**config.mk**
```make
export PLATFORM = sky130hd
export DESIGN_NAME = framebuffer_writer
export DESIGN_NICKNAME = d
export VERILOG_FILES = /design/src/rtl/framebuffer_writer.sv
export SDC_FILE = /design/constraint.sdc
export NUM_CORES = 1
export LEC_CHECK = 0
export CAP_MARGIN = 20
export CORE_MARGIN = 1
export CORE_UTILIZATION = 45
export CTS_CLUSTER_DIAMETER = 200
export DETAILED_ROUTE_END_ITERATION = 10
export GPL_ROUTABILITY_DRIVEN = 0
export GPL_TIMING_DRIVEN = 1
export PLACE_DENSITY = 0.85
export SKIP_CTS_REPAIR_TIMING = 1
export SLEW_MARGIN = 5
export SYNTH_ARGS = -nofsm -noshare
export SYNTH_HDL_FRONTEND = slang
export SYNTH_SLANG_ARGS = --single-unit
```
**constraint.sdc**
```tcl
create_clock -name clk_33m -period 2.95 [get_ports clk_33m]
set_input_delay 0.59 -clock clk_33m [delete_from_list [all_inputs] [get_ports clk_33m]]
set_output_delay 0.59 -clock clk_33m [all_outputs]
set_load 0.05 [all_outputs]
```
**src/rtl/framebuffer_writer.sv**
```systemverilog
// framebuffer_writer: turns the painter's per-cycle pixel stream into writes on
// the back bank of a double-buffered framebuffer RAM and sequences frames
// (painter restart, drain, bank swap on vsync).
// Optional build macro: FB_OVERRUN_STATS_EN adds an 8-bit saturating count of
// vsync pulses that arrive while a frame is still being produced.
module framebuffer_writer #(
   parameter int COOR_WIDTH   = 12,
   parameter int H_RES        = 400,
   parameter int V_RES        = 300,
   parameter int TRANSPARENT  = 0,
   parameter int START_CYCLES = 2,
   parameter int ADDR_WIDTH   = $clog2(H_RES * V_RES) + 1
) (
   input  logic                  clk_33m,
   input  logic                  rst,
   input  logic                  vsync,
   input  logic [COOR_WIDTH-1:0] paint_x,
   input  logic [COOR_WIDTH-1:0] paint_y,
   input  logic [2:0]            paint_palette,
   input  logic                  paint_finished,
   output logic                  paint_rst,
   output logic                  fb_we,
   output logic [ADDR_WIDTH-1:0] fb_addr,
   output logic [2:0]            fb_data,
   output logic                  display_bank
`ifdef FB_OVERRUN_STATS_EN
   ,
   output logic [7:0]            overrun_count
`endif
);

   // Linear (in-bank) address width; the extra MSB of fb_addr is the bank.
   localparam int LIN_W   = ADDR_WIDTH - 1;
   // Shared counter covers both the START hold and the 2-cycle DRAIN.
   localparam int CNT_MAX = (START_CYCLES > 2) ? START_CYCLES : 2;
   localparam int CNT_W   = $clog2(CNT_MAX);

   localparam logic [COOR_WIDTH-1:0] X_LIM      = COOR_WIDTH'(H_RES);
   localparam logic [COOR_WIDTH-1:0] Y_LIM      = COOR_WIDTH'(V_RES);
   localparam logic [2:0]            TRANS_IDX  = 3'(TRANSPARENT);
   localparam logic [LIN_W-1:0]      H_RES_L    = LIN_W'(H_RES);
   localparam logic [CNT_W-1:0]      START_LAST = CNT_W'(START_CYCLES - 1);
   localparam logic [CNT_W-1:0]      DRAIN_LAST = CNT_W'(1);

   typedef enum logic [1:0] {
      ST_START,
      ST_PAINT,
      ST_DRAIN,
      ST_WAIT_VSYNC
   } state_t;

   state_t                  state, state_next;
   logic [CNT_W-1:0]        cnt;

   logic                    s1_valid;
   logic [COOR_WIDTH-1:0]   s1_x;
   logic [COOR_WIDTH-1:0]   s1_y;
   logic [2:0]              s1_palette;
   logic [LIN_W-1:0]        s1_lin;
   logic                    accept;

   // Stage-1 acceptance: painting, on screen, and not transparent.
   assign accept = (state == ST_PAINT) && (paint_x < X_LIM) &&
                   (paint_y < Y_LIM) && (paint_palette != TRANS_IDX);

   // Clipped coordinates always fit, so the product never exceeds LIN_W bits.
   assign s1_lin = LIN_W'(s1_y) * H_RES_L + LIN_W'(s1_x);

   // State register plus the per-state cycle counter (restarts on every transition).
   always_ff @(posedge clk_33m or negedge rst) begin
      if (!rst) begin
         state <= ST_START;
         cnt   <= '0;
      end else begin
         // NOTE: sequential state uses <= so every register samples pre-edge values.
         state <= state_next;
         if (state_next != state) cnt <= '0;
         else                     cnt <= cnt + 1'b1;
      end
   end

   // Next-state and painter-reset decode; paint_finished only matters in PAINT.
   always_comb begin
      // NOTE: defaults first so no path leaves a signal unassigned (no latch).
      state_next = state;
      paint_rst  = 1'b0;
      case (state)
         ST_START: begin
            paint_rst = 1'b1;
            if (cnt == START_LAST) state_next = ST_PAINT;
         end
         ST_PAINT:      if (paint_finished)    state_next = ST_DRAIN;
         ST_DRAIN:      if (cnt == DRAIN_LAST) state_next = ST_WAIT_VSYNC;
         ST_WAIT_VSYNC: if (vsync)             state_next = ST_START;
         default:       state_next = ST_START;
      endcase
   end

   // Front/back bank swap, only between frames.
   always_ff @(posedge clk_33m or negedge rst) begin
      if (!rst)                                  display_bank <= 1'b0;
      else if (state == ST_WAIT_VSYNC && vsync) display_bank <= ~display_bank;
   end

   // Stage 1: register the accepted pixel.
   always_ff @(posedge clk_33m or negedge rst) begin
      if (!rst) begin
         s1_valid   <= 1'b0;
         s1_x       <= '0;
         s1_y       <= '0;
         s1_palette <= '0;
      end else begin
         s1_valid   <= accept;
         s1_x       <= paint_x;
         s1_y       <= paint_y;
         s1_palette <= paint_palette;
      end
   end

   // Stage 2: drive the RAM write port, always targeting the back bank.
   always_ff @(posedge clk_33m or negedge rst) begin
      if (!rst) begin
         fb_we   <= 1'b0;
         fb_addr <= '0;
         fb_data <= '0;
      end else begin
         fb_we   <= s1_valid;
         fb_addr <= {~display_bank, s1_lin};
         fb_data <= s1_palette;
      end
   end

`ifdef FB_OVERRUN_STATS_EN
   // Saturating count of vsync pulses that arrive before the frame is ready.
   always_ff @(posedge clk_33m or negedge rst) begin
      if (!rst)
         overrun_count <= 8'd0;
      else if (vsync && state != ST_WAIT_VSYNC && overrun_count != 8'hFF)
         overrun_count <= overrun_count + 8'd1;
   end
`endif

endmodule

```
==> impl_metrics.py <==
metrics = {
    "worst_setup_path": {
        "rrSetupSlack_ns": -0.36,
        "cp_top_family": "adder cells",
        "critPathArrivalTime_ns": 3.51,
        "worst_setup_path_start_kind": "register",
        "path_class": "reg -> reg",
        "critPathCapture": "fb_addr[16]",
        "worstReg2RegEnd": "fb_addr[16]",
        "path_common_cell": "ha_4",
        "cp_num_buf_inv": 0,
        "slowest_stage": "fa_1",
        "path_cells": "ha_4 -> ha_4 -> fa_1 -> ha_4 -> xnor2_2 -> ha_1 -> a21o_1 -> a21o_1 -> a21oi_2 -> a21boi_1 -> and4bb_1 -> xnor2_1",
        "cp.depth": 12,
        "rr_startpoint": "s1_y[3]",
        "path_max_fanout": 3,
        "crit_required_ns": 3.15,
        "crit_path_end_kind": "register",
        "reg2regPathDepth": 12,
        "cp_slowest_stage_delay_ns": 0.60,
        "startpoint": "s1_y[3]",
    },
    "flow_run": {
        "drv_cap": 0,
    },
    "detailed_routing": {
        "drt-pass1-iter-count": 4,
        "wl_um": 6210,
        "drc": 0,
        "drt_iter0_drc": 111,
        "vias_per_cell": 5.03,
        "antenna_left": 0,
        "wl_per_cell_um": 15.4,
        "vias": 2026,
    },
    "logic_synthesis": {
        "synth.distinct_cells": 35,
        "synth_seq_area_share": 0.492,
        "synth_xor_area_frac": 0.0701,
        "synth_nets": 301,
        "syn_inst": 228,
        "synthesis.area_mm2": 0.00275,
        "synth-edff-count": 0,
        "synthAdderAreaFrac": 0.213,
        "synth_seq_cells": 54,
        "synthFlopType": "dfrtp_1",
        "yosys.area_share.simple": 0.0715,
        "yosysWarnings": 0,
        "synth_compound_area_frac": 0.0865,
        "synth_top_family_by_area": "adder cells",
        "ys_async_sr_fraction": 1.00,
        "syn_avg_cell_area_um2": 12.1,
        "synth_mux_area_frac": 0.0150,
    },
    "timing": {
        "slew_viol_final": 0,
        "period_share": 1.12,
        "maxSlewHeadroom": 0.644,
        "finalCriticalPeriod_ns": 3.31,
        "hold_viol_final": 0,
        "setup_slack_ns": -0.361,
        "setup_viol": 5,
        "tightest_slew_ns": 0.533,
        "rsz0062_at_grt": "yes",
        "max_clock_freq_ghz": 0.302,
        "finClkSkew_ns": 0.00549,
    },
    "layout": {
        "final_layout_size_suffix_gt1_frac": 0.235,
        "final_util": 0.672,
        "antenna_cells": 0,
        "fillers": 412,
        "area_growth_pct": 44.7,
        "nNetsFinal": 400,
    },
    "die": {
        "die-area_mm2": 0.00642,
        "rows": 28,
        "dieHeight_um": 80.1,
        "core-area_mm2": 0.00592,
        "io-pin-count": 55,
        "fp.dieW_um": 80.1,
        "initial_core_util": 0.464,
    },
    "placement": {
        "dp_hpwl_um": 4340,
        "port-buffer-count": 54,
    },
    "power": {
        "p_leak_nw": 1.84,
        "powerDensity_mw_per_mm2": 801,
        "total_power_mw": 3.18,
        "ir_drop_mv": 0.502,
    },
    "clocking": {
        "numCtsBuffers": 5,
        "cts.sinks": 54,
        "cts.htree.levels": 2,
        "clkTransAtPathRegs_ns": 0.10,
        "cts_tree": "yes",
        "root_buffer": "clkbuf_8",
        "clockBufferDepth": 2,
        "insertion_delay_ns": 0.31,
    },
    "global_routing": {
        "grt_pass1_vias": 2112,
        "antenna_found_initial": 0,
        "grt-ovfl-total": 0,
        "grt_pass1_wl_um": 9210,
        "grt_usage": 0.191,
        "grt_max_degree": 25,
    },
    "outcome": {
        "violations": "negative setup slack",
        "outcome": "complete, but fails checks",
    },
    "hold_path": {
        "min-delay-path-class": "in -> async",
    },
}
## flip-flops by register name, summed over array words and instances (netlist names)
register and flops:
state 2, s1_valid 1, s1_y 12, s1_x 12, fb_addr 18, display_bank 1
fb_we 1, fb_data 3, cnt 1, s1_palette 3
## layer usage
metal | up-vias | part of all wire | track usage
li1 | 959 | - | -
met1 | 986 | 0.37 | 0.211
met2 | 63 | 0.56 | 0.361
met3 | 18 | 0.048 | 0.0511
met4 | 0 | 0.024 | 0.0482
met5 | - | 0 | 0
## metrics by stage
step / TNS, ns / instance area (um^2) / hold WS (ns) / worst slack [ns] / instances
global placement: -0.918 / 3670 / 0.331 / -0.267 / 389
detailed placement: -1.38 / 3670 / 0.336 / -0.358 / 389
finish: -1.41 / 3980 / 0.237 / -0.361 / 403
global route: -1.90 / 3980 / 0.275 / -0.439 / 403
floorplan: -0.458 / 2810 / 0.294 / -0.205 / 228
CTS: -1.62 / 3790 / 0.246 / -0.408 / 397
## synthesized netlist by cell type, types with 4 or more instances
cell type  instances  area share
nor2b_1            5       0.011
nor3_1             4      0.0073
xor2_1             7       0.022
xnor2_1           15       0.048
ha_1              34        0.15
a21oi_1            9       0.016
nand3_1            5      0.0091
o21ai_0            4      0.0073
fa_1               8       0.058
nor2_1             7      0.0096
inv_1             35       0.048
dfrtp_1           54        0.49
nand2_1            6      0.0082
a21o_1             6       0.016
## cells by family (layout without fill, tap and decap cells)
logic type / after synthesis / after routing
buffers and inverters: 36 / 136
AND/OR/NAND/NOR: 36 / 36
adder cells (fa/ha/maj): 42 / 42
AO/OA/AOI/OAI: 34 / 34
flip-flops: 54 / 54
XOR/XNOR: 22 / 22
multiplexers: 4 / 4
## worst min path at each step
stage	end	cells after the start
2_1_floorplan	cnt	0
3_3_place_gp	fb_addr[3]	0
3_5_place_dp	fb_addr[3]	0
4_1_cts	fb_addr[9]	1
5_1_grt	s1_y[2]	1
6_report	fb_addr[9]	1
## cell type report
class,instances,area [um^2],area share
Clock buffer,5,68.8,0.0173
Clock inverter,3,47.5,0.0120
Inverter,35,131,0.0330
Multi-Input combinational cell,138,1450,0.365
Sequential cell,54,1350,0.340
Tap cell,75,93.8,0.0236
Timing Repair Buffer,93,832,0.209
## placed cells by master (no fill, tap or decap), drive strengths merged, types with 2 or more instances in the layout
cell / instances
ha: 34
nor3: 4
nor2b: 5
xor2: 7
a211oi: 4
xnor2: 15
o21ai: 4
nor4: 2
a21oi: 9
o21bai: 2
inv: 36
clkdlybuf4s50: 53
dfrtp: 54
a21o: 6
a31oi: 2
clkbuf: 5
nor2: 7
buf: 40
nor4b: 2
nand3: 5
fa: 8
mux2i: 3
nand2: 6
## where the power goes
| group | switching [mW] | internal (mW) |
|---|---|---|
| Clock | 0.253 | 0.257 |
| Combinational | 0.918 | 0.811 |
| Sequential | 0.0702 | 0.875 |
| Total | 1.24 | 1.94 |
Power figures use the tool's default switching activity.
